==> src/rtl/gate_sweep_ctrl_pkg.sv <==
// Shared types for the gate-network truth-table sweeper.
// Holds the FSM state encoding and the reference-function selector.
package gate_sweep_pkg;

   typedef enum logic [2:0] {
      IDLE   = 3'd0,
      DRIVE  = 3'd1,
      SETTLE = 3'd2,
      SAMPLE = 3'd3,
      DONE   = 3'd4
   } sweep_state_t;

   typedef enum logic [1:0] {
      OP_AND  = 2'd0,
      OP_OR   = 2'd1,
      OP_XOR  = 2'd2,
      OP_NAND = 2'd3
   } gate_op_t;

   localparam int N_IN_MIN = 1;
   localparam int N_IN_MAX = 8;

endpackage

==> src/rtl/gate_sweep_ctrl_if.sv <==
// Bus between the sweep controller and its user / gate network under test.
// start is a level sampled only while the controller is IDLE (no ready back);
// done is a single-cycle completion pulse, results stay stable until next start.
interface gate_sweep_ctrl_if #(
   parameter int N_IN = 3
) ();

   logic                          start;
   logic [1:0]                    op_sel;
   logic [N_IN-1:0]               dut_in;
   logic                          dut_out;
   logic                          busy;
   logic                          done;
   logic                          pass;
   logic [N_IN:0]                 err_cnt;
   logic [N_IN-1:0]               first_fail_vec;
   logic                          first_fail_vld;
   gate_sweep_pkg::sweep_state_t  state_dbg;

   modport master (
      output start,
      output op_sel,
      output dut_out,
      input  dut_in,
      input  busy,
      input  done,
      input  pass,
      input  err_cnt,
      input  first_fail_vec,
      input  first_fail_vld,
      input  state_dbg
   );

   modport slave (
      input  start,
      input  op_sel,
      input  dut_out,
      output dut_in,
      output busy,
      output done,
      output pass,
      output err_cnt,
      output first_fail_vec,
      output first_fail_vld,
      output state_dbg
   );

endinterface

==> src/rtl/gate_sweep_ctrl_ref_model.sv <==
// Combinational golden model: reduction of the applied vector by the selected op.
module gate_ref_model
   import gate_sweep_pkg::*;
#(
   parameter int N_IN = 3
) (
   input  gate_op_t         i_op,
   input  logic [N_IN-1:0]  i_vec,
   output logic             o_ref
);

   always_comb begin
      o_ref = 1'b0;
      case (i_op)
         OP_AND:  o_ref = &i_vec;
         OP_OR:   o_ref = |i_vec;
         OP_XOR:  o_ref = ^i_vec;
         OP_NAND: o_ref = ~(&i_vec);
         default: o_ref = 1'b0;
      endcase
   end

endmodule

==> src/rtl/gate_sweep_ctrl.sv <==
// Exhaustive truth-table sweeper: drives every input vector, waits a settle
// window, samples the network output and tallies mismatches against a reference.
module gate_sweep_ctrl
   import gate_sweep_pkg::*;
#(
   parameter int N_IN       = 3,
   parameter int SETTLE_CYC = 2
) (
   input  logic              clk,
   input  logic              rst,
   gate_sweep_ctrl_if.slave  bus
);

   localparam int SW = (SETTLE_CYC > 1) ? $clog2(SETTLE_CYC) : 1;
   // vec carries one extra bit so the terminal compare never wraps
   localparam logic [N_IN:0] LAST_VEC = (N_IN+1)'((1 << N_IN) - 1);
   localparam logic [N_IN:0] ONE_V    = (N_IN+1)'(1);
   localparam logic [SW-1:0] SET_LOAD = SW'(SETTLE_CYC - 1);
   localparam logic [SW-1:0] ONE_S    = SW'(1);

   sweep_state_t     r_state;
   gate_op_t         r_op;
   logic [N_IN:0]    r_vec;
   logic [SW-1:0]    r_settle;
   logic [N_IN-1:0]  r_dut_in;
   logic             r_busy;
   logic             r_done;
   logic             r_pass;
   logic [N_IN:0]    r_err_cnt;
   logic [N_IN-1:0]  r_ff_vec;
   logic             r_ff_vld;

   logic             w_ref;
   logic             w_mismatch;
   logic             w_last;
   logic [N_IN:0]    w_vec_nxt;

   gate_ref_model #(
      .N_IN (N_IN)
   ) u_ref (
      .i_op  (r_op),
      .i_vec (r_vec[N_IN-1:0]),
      .o_ref (w_ref)
   );

   assign w_mismatch = (bus.dut_out != w_ref);
   assign w_last     = (r_vec == LAST_VEC);
   assign w_vec_nxt  = r_vec + ONE_V;

   always_ff @(posedge clk or posedge rst) begin
      if (rst) begin
         r_state   <= IDLE;
         r_op      <= OP_AND;
         r_vec     <= '0;
         r_settle  <= '0;
         r_dut_in  <= '0;
         r_busy    <= 1'b0;
         r_done    <= 1'b0;
         r_pass    <= 1'b0;
         r_err_cnt <= '0;
         r_ff_vec  <= '0;
         r_ff_vld  <= 1'b0;
      end else begin
         r_done <= 1'b0;
         case (r_state)
            IDLE: begin
               if (bus.start) begin
                  r_op      <= gate_op_t'(bus.op_sel);
                  r_vec     <= '0;
                  r_dut_in  <= '0;
                  r_err_cnt <= '0;
                  r_pass    <= 1'b0;
                  r_ff_vec  <= '0;
                  r_ff_vld  <= 1'b0;
                  r_busy    <= 1'b1;
                  r_state   <= DRIVE;
               end
            end
            DRIVE: begin
               r_settle <= SET_LOAD;
               r_state  <= SETTLE;
            end
            SETTLE: begin
               if (r_settle == '0) begin
                  r_state <= SAMPLE;
               end else begin
                  r_settle <= r_settle - ONE_S;
               end
            end
            SAMPLE: begin
               if (w_mismatch) begin
                  r_err_cnt <= r_err_cnt + ONE_V;
                  if (!r_ff_vld) begin
                     r_ff_vec <= r_vec[N_IN-1:0];
                     r_ff_vld <= 1'b1;
                  end
               end
               if (w_last) begin
                  // dut_in returns to 0 as the DONE cycle begins
                  r_dut_in <= '0;
                  r_done   <= 1'b1;
                  r_busy   <= 1'b0;
                  r_pass   <= (r_err_cnt == '0) && !w_mismatch;
                  r_state  <= DONE;
               end else begin
                  r_vec    <= w_vec_nxt;
                  r_dut_in <= w_vec_nxt[N_IN-1:0];
                  r_state  <= DRIVE;
               end
            end
            DONE: begin
               r_state <= IDLE;
            end
            default: begin
               r_state <= IDLE;
            end
         endcase
      end
   end

   assign bus.dut_in         = r_dut_in;
   assign bus.busy           = r_busy;
   assign bus.done           = r_done;
   assign bus.pass           = r_pass;
   assign bus.err_cnt        = r_err_cnt;
   assign bus.first_fail_vec = r_ff_vec;
   assign bus.first_fail_vld = r_ff_vld;
   assign bus.state_dbg      = r_state;

endmodule
==> src/flat_wrapper.sv <==
// flat-port wrapper written by rule: the top's interface ports become plain ports
module gate_sweep_ctrl_flat import gate_sweep_pkg::*;
#(
   parameter int N_IN       = 3,
   parameter int SETTLE_CYC = 2
)
  (clk, rst, bus_start, bus_op_sel, bus_dut_out, bus_dut_in, bus_busy, bus_done, bus_pass, bus_err_cnt, bus_first_fail_vec, bus_first_fail_vld, bus_state_dbg);
  gate_sweep_ctrl_if #(.N_IN(N_IN)) bus_i ();
  input  logic clk;
  input  logic rst;
  input wire logic [$bits(bus_i.start)-1:0] bus_start;
  input wire logic [$bits(bus_i.op_sel)-1:0] bus_op_sel;
  input wire logic [$bits(bus_i.dut_out)-1:0] bus_dut_out;
  output wire logic [$bits(bus_i.dut_in)-1:0] bus_dut_in;
  output wire logic [$bits(bus_i.busy)-1:0] bus_busy;
  output wire logic [$bits(bus_i.done)-1:0] bus_done;
  output wire logic [$bits(bus_i.pass)-1:0] bus_pass;
  output wire logic [$bits(bus_i.err_cnt)-1:0] bus_err_cnt;
  output wire logic [$bits(bus_i.first_fail_vec)-1:0] bus_first_fail_vec;
  output wire logic [$bits(bus_i.first_fail_vld)-1:0] bus_first_fail_vld;
  output wire logic [$bits(bus_i.state_dbg)-1:0] bus_state_dbg;
  assign bus_i.start = bus_start;
  assign bus_i.op_sel = bus_op_sel;
  assign bus_i.dut_out = bus_dut_out;
  assign bus_dut_in = bus_i.dut_in;
  assign bus_busy = bus_i.busy;
  assign bus_done = bus_i.done;
  assign bus_pass = bus_i.pass;
  assign bus_err_cnt = bus_i.err_cnt;
  assign bus_first_fail_vec = bus_i.first_fail_vec;
  assign bus_first_fail_vld = bus_i.first_fail_vld;
  assign bus_state_dbg = bus_i.state_dbg;
  gate_sweep_ctrl #(.N_IN(N_IN), .SETTLE_CYC(SETTLE_CYC)) u_core (.clk(clk), .rst(rst), .bus(bus_i));
endmodule
==> config.mk <==
export PLATFORM = sky130hd
export DESIGN_NAME = gate_sweep_ctrl_flat
export DESIGN_NICKNAME = d
export VERILOG_FILES = /design/src/rtl/gate_sweep_ctrl_pkg.sv /design/src/rtl/gate_sweep_ctrl_if.sv /design/src/rtl/gate_sweep_ctrl_ref_model.sv /design/src/rtl/gate_sweep_ctrl.sv /design/src/flat_wrapper.sv
export SDC_FILE = /design/constraint.sdc
export NUM_CORES = 1
export LEC_CHECK = 0
export ABC_AREA = 1
export CAP_MARGIN = 20
export CORE_ASPECT_RATIO = 0.75
export CORE_UTILIZATION = 45
export DETAILED_ROUTE_END_ITERATION = 8
export PLACE_DENSITY = 0.78
export SETUP_SLACK_MARGIN = 0.4
export SYNTH_ARGS = -nofsm -noshare
export SYNTH_HDL_FRONTEND = slang
export SYNTH_SLANG_ARGS = --single-unit
export TNS_END_PERCENT = 50
==> constraint.sdc <==
create_clock -name clk -period 2.98 [get_ports clk]
set_input_delay 0.745 -clock clk [delete_from_list [all_inputs] [get_ports clk]]
set_output_delay 0.745 -clock clk [all_outputs]
set_load 0.03 [all_outputs]
* Word-level counts from Yosys, hierarchy flattened
Index checks and enable logic that the tools add are counted.
Word-level totals: register bits after elaboration 24, bits of input ports 6, logic and storage cells 74
Operators by class: $add $sub $neg 3, equal/unequal tests 14, muxes and demuxes 28, bitwise gates (word level) 1, reduce and logical (&&, ||, !) cells 17
Operator list (number):
- 2-to-1 mux 3 bit | 7
- one-hot mux 4 bit (2 select lines) | 2
- 2-to-1 mux 4 bit | 3
- one-hot mux 3 bit (2 select lines) | 2
- one-hot mux 3 bit (4 select lines) | 1
- AND reduction 3 bit | 4
- adder 4 x 1 -> 4 bit, second input constant | 2
- 2-to-1 mux 1 bit | 8
- != test 2 bit, second input constant | 4
- one-hot mux 1 bit (2 select lines) | 4
- equality test 3 x 2 -> 1 bit, second input constant | 2
- AND reduction 2 bit | 3
- equality test 2 bit, second input constant | 2
- equality test 4 x 3 -> 1 bit, second input constant | 1
- zero test 4 bit | 1
- != test 2 x 1 -> 1 bit, second input constant | 2
- one-hot mux 1 bit (4 select lines) | 1
- AND reduction 4 bit | 1
- nonzero test 2 bit | 2
- equality test 3 x 1 -> 1 bit, second input constant | 1
- zero test 3 bit | 1
- OR reduction 3 bit | 1
- parity 3 bit | 1
- equality test 2 x 1 -> 1 bit, second input constant | 1
- other kinds (6) | 6

* Logic depth before layout (Yosys ltp)
depth after elaboration 8, depth in mapped cells 12, mapped depth without buffers 12

* Modules after synthesis
A second synthesis with hierarchy kept.
Second synthesis, totals: cells, all modules 154, area, all modules 1197.4 µm²
Modules (own cells, without submodules):
- gate_sweep_ctrl | instances 1, cells each 134, area each 1098.6 µm², sequential area each 600.6 µm²
- gate_ref_model | instances 1, cells each 20, area each 98.8 µm², sequential area each 0.0 µm²

* Worst setup path after synthesis
Ideal clock, no wire load.
path type reg2reg, start point reg u_core.r_vec[0], end point reg u_core.r_err_cnt[0] (netlist: u_core.bus.err_cnt[0]), arrival 1.405 ns, required time 2.848 ns, setup slack 1.443 ns, cell stages (with the launch flop) 11, period minus slack after synthesis 1.537 ns, cells stage by stage dfrtp_1 > ha_1 > ha_1 > a21oi_1 > nand2_1 > nand2_1 > nand2_2 > nand3_2 > nand2_2 > nand2_1 > o21ai_2
Between the ends: word-level cells in the longest chain between the ends 6, elaborated cells on any way between the ends 8, classes of those cells eq/ne (2); mux (1); bitwise (1); reduce/logical (4)
Ends and longest elaborated chain:
- from (decl) | RTL line gate_sweep_ctrl.sv:23 | logic [N_IN:0] r_vec;
- from (signal assigned) | RTL line gate_sweep_ctrl.sv:106 | r_vec <= w_vec_nxt;
- AND reduction 3 bit | RTL line gate_sweep_ctrl_ref_model.sv:15, gate_sweep_ctrl_ref_model.sv:18
- NOT 1 bit | RTL line gate_sweep_ctrl_ref_model.sv:18 | OP_NAND: o_ref = ~(&i_vec);
- one-hot mux 1 bit (4 select lines) * | RTL line gate_sweep_ctrl_ref_model.sv:14 | case (i_op)
- != test 1 bit * | RTL line gate_sweep_ctrl.sv:46 | assign w_mismatch = (bus.dut_out != w_ref);
- != test 2 x 1 -> 1 bit (no line) *
- AND reduction 3 bit (no line) *
- to (signal assigned) | RTL line gate_sweep_ctrl.sv:92 | r_err_cnt <= r_err_cnt + ONE_V;
- to (decl) | RTL line gate_sweep_ctrl.sv:29 | logic [N_IN:0] r_err_cnt;
Mark *: on every way between the ends. The rest lies on a longest branch, timed or not. A chain may end at the register's enable or synchronous reset.

* Worst setup path in the final report
start point reg u_core.r_state[0] (netlist: u_core.bus.state_dbg[0]), end point out bus_state_dbg[0]
RTL lines:
- from (decl) | RTL line gate_sweep_ctrl.sv:21 | sweep_state_t r_state;
- from (signal assigned) | RTL line gate_sweep_ctrl.sv:52 | r_state <= IDLE;
- from (signal assigned) | RTL line gate_sweep_ctrl.sv:76 | r_state <= DRIVE;
- from (signal assigned) | RTL line gate_sweep_ctrl.sv:81 | r_state <= SETTLE;
- to (decl) | RTL line flat_wrapper.sv:21 | output wire logic [$bits(bus_i.state_dbg)-1:0] bus_state_dbg;
No word-level cell between the ends.

==> flow_summary.toml <==
[run_status]
status = "complete, no violations"

[cts]
clk_pin_slew_ns = 0.12
cts_tree = "yes"
cts_hold_buf = 0
htreeDepth = 1
cts.sinks = 24
clk-insertion-delay-late_ns = 0.31
cts_root_buf = "clkbuf_4"
clockBufferDepth = 2
postCtsSetupBuffers = 0
cts_resized = 0
cts-buffers-inserted = 3

[routing]
firstDrtPassIters = 4
wl_per_cell_um = 11.9
ant_nets = 0
drc = 0
drt-initial-drc-count = 31
routed_via_density = 4.89
via_count = 944
wl_um = 2290

[critical_path]
critPathKind = "flip-flop to output port"
crit_chain = "clkdlybuf4s50_1"
endpoint_kind = "output port"
cp.arrival_ns = 1.55
slowest_delay_ns = 0.73
r2r.worst_path.cells = 9
required_ns = 2.24
r2r_setup_slack_ns = 1.27
critPathMaxFanout = 6
crit_path_start = "u_core.bus.state_dbg[0]"
r2r-end = "u_core.bus.err_cnt[2]"
startpoint_type = "flip-flop"
rr_startpoint = "u_core.r_vec[0]"
cp_top_family = "buffers and inverters"
critPathBufInv = 1
crit_end = "bus_state_dbg[0]"
critical-path-slowest-cell = "clkdlybuf4s50_1"
worst-path-stages = 1

[cells_and_area]
antenna_cells = 0
nets = 172
drive_gt1_frac = 0.126
fillers = 209
register_area_um2 = 601
multiInputGateArea_um2 = 508
syn2layout_area_growth_pct = 24.6

[placed_design]
gp_congestion = 0.768
hpwl_um = 1770
port_buffers = 22

[global_routing]
groute.usage.overall = 0.180
antenna_found_initial = 0
grt_max_degree = 25
grt-ovfl-total = 0
grt_pass1_wl_um = 3640
grt_pass1_vias = 854

[logic_synthesis]
seq_area_frac_synth = 0.504
ys_ff_latch = 24
yosys_warnings = 0
synthDistinctLibCells = 23
syn-instance-count = 133
avgSynthCellArea_um2 = 8.97
syn-num-nets = 144
synthesis.area_um2 = 1190

[sta]
fin_hold_ws_ns = 0.481
setup_viol = 0
fin_crit_ns = 2.30
finClkSkew_ns = 0.00122
setup_tns_ns = 0
report.final.slew_viol_count = 0
fin_crit_sh = 0.771
tightestPinTransition_ns = 0.313
slew_headroom = 0.790
clock.fmax_mhz = 435
rsz0062_at_grt = "no"
finalHoldViolCount = 0

[power]
ir_worst_vdd_mv = 0.458
powerDensity_nw_per_um2 = 991
p_leak_nw = 0.714

[run]
maxCapViolCount = 0

[die]
coreArea_um2 = 2400
start_util = 0.496
dieHeight_um = 46.6
num_io_pins = 23
die_area_um2 = 2860
dieWidth_um = 61.4
rows = 15

[worst_hold_path]
min_path_type = "flip-flop to flip-flop"
[metal layers]
layer / share of wire / global-route usage / routed length [um]
met5: 0 / 0 / 0
met4: 0.012 / 0.0711 / 27
met3: 0.040 / 0.0618 / 91
met2: 0.45 / 0.278 / 1040
met1: 0.50 / 0.233 / 1140
[worst min-delay path by stage]
stage                                  from                           end  slack (ns)  cells past startpoint
6_report                    u_core.bus.busy               u_core.bus.busy        0.48                      2
2_1_floorplan               u_core.r_vec[3]               u_core.r_vec[3]        0.49                      2
4_1_cts                     u_core.bus.busy               u_core.bus.busy        0.49                      2
5_1_grt        u_core.bus.first_fail_vec[2]  u_core.bus.first_fail_vec[2]        0.51                      2
3_5_place_dp                u_core.bus.busy               u_core.bus.busy        0.46                      2
3_3_place_gp                u_core.bus.busy               u_core.bus.busy        0.46                      2
[state kept, by name, summed over array words and instances, names as in the netlist]
| signal | count |
|---|---|
| u_core.r_settle | 1 |
| u_core.bus.busy | 1 |
| u_core.r_vec | 4 |
| u_core.bus.first_fail_vld | 1 |
| u_core.bus.state_dbg | 3 |
| u_core.r_op | 2 |
| u_core.bus.done | 1 |
| u_core.bus.err_cnt | 4 |
| u_core.bus.first_fail_vec | 3 |
| u_core.bus.dut_in | 3 |
| u_core.bus.pass | 1 |
[metrics by stage]
stage / total power (W) / utilization / setup slack [ns] / instances / area (um^2)
final: 0.00147 / 0.618 / 0.684 / 193 / 1490
after detailed placement: 0.00134 / 0.609 / 1.05 / 190 / 1460
after CTS: 0.00148 / 0.618 / 0.682 / 193 / 1490
after global placement: 0.00131 / 0.609 / 1.09 / 190 / 1460
after floorplan: 0.00108 / - / 1.44 / 133 / 1190
after global routing: 0.00158 / 0.618 / 0.632 / 193 / 1490
[area by class of cell]
| cell class | instances | area share |
|---|---|---|
| inverters | 21 | 0.0564 |
| multi-input cells | 88 | 0.342 |
| flip-flops and latches | 24 | 0.404 |
| repair buffers | 23 | 0.153 |
| clock buffers | 3 | 0.0152 |
| well taps | 34 | 0.0286 |
[kinds of logic after synthesis]
group                      after synthesis  synth area share
and+or+nand+nor                         64             0.280
DFF                                     24             0.504
buffers and inverters                   21            0.0703
AOI/OAI and AO/OA                       17            0.0787
adders and majority gates                5            0.0525
xor gates and xnor gates                 2            0.0147
[cells in the mapped netlist]
library cell | n | area share
a21oi_1 | 2 | 0.0084
inv_6 | 1 | 0.0073
xnor2_1 | 1 | 0.0073
inv_1 | 19 | 0.060
nand3_1 | 6 | 0.025
o21ai_2 | 1 | 0.0073
inv_2 | 1 | 0.0031
nor2_1 | 5 | 0.016
nand3_2 | 3 | 0.025
a211oi_1 | 1 | 0.0063
ha_1 | 5 | 0.052
xor2_1 | 1 | 0.0073
nand2_2 | 5 | 0.026
nand2_4 | 3 | 0.028
o21ai_0 | 7 | 0.029
nand2_1 | 34 | 0.11
dfrtp_1 | 24 | 0.50
o21ai_1 | 4 | 0.017
nand4_1 | 4 | 0.021
o22ai_1 | 2 | 0.010
nand3_4 | 1 | 0.015
nor3_1 | 2 | 0.0084
nor3_2 | 1 | 0.0084
[placed cells by master (no fill, tap or decap)]
master           instances
nand2_2                  5
nor3_1                   2
clkdlybuf4s50_1         22
o21ai_2                  1
nand3_2                  3
inv_6                    1
nor2_1                   5
xnor2_1                  1
inv_2                    1
nand4_1                  4
a21oi_1                  2
buf_4                    1
o22ai_1                  2
dfrtp_1                 24
o21ai_0                  7
a211oi_1                 1
clkbuf_4                 3
ha_1                     5
nand3_1                  6
nor3_2                   1
o21ai_1                  4
inv_1                   19
nand2_1                 34
nand3_4                  1
nand2_4                  3
xor2_1                   1
[power by group]
| part | leakage (nW) | total [W] | switching, W | internal (W) |
|---|---|---|---|---|
| Combinational | 0.386 | 0.000804 | 0.000511 | 0.000293 |
| Clock | 0.0138 | 0.000141 | 0.0000941 | 0.0000474 |
| Sequential | 0.315 | 0.000527 | 0.0000931 | 0.000434 |
| Total | 0.714 | 0.00147 | 0.000698 | 0.000774 |
Note: power is estimated with default switching activity, not from simulation.
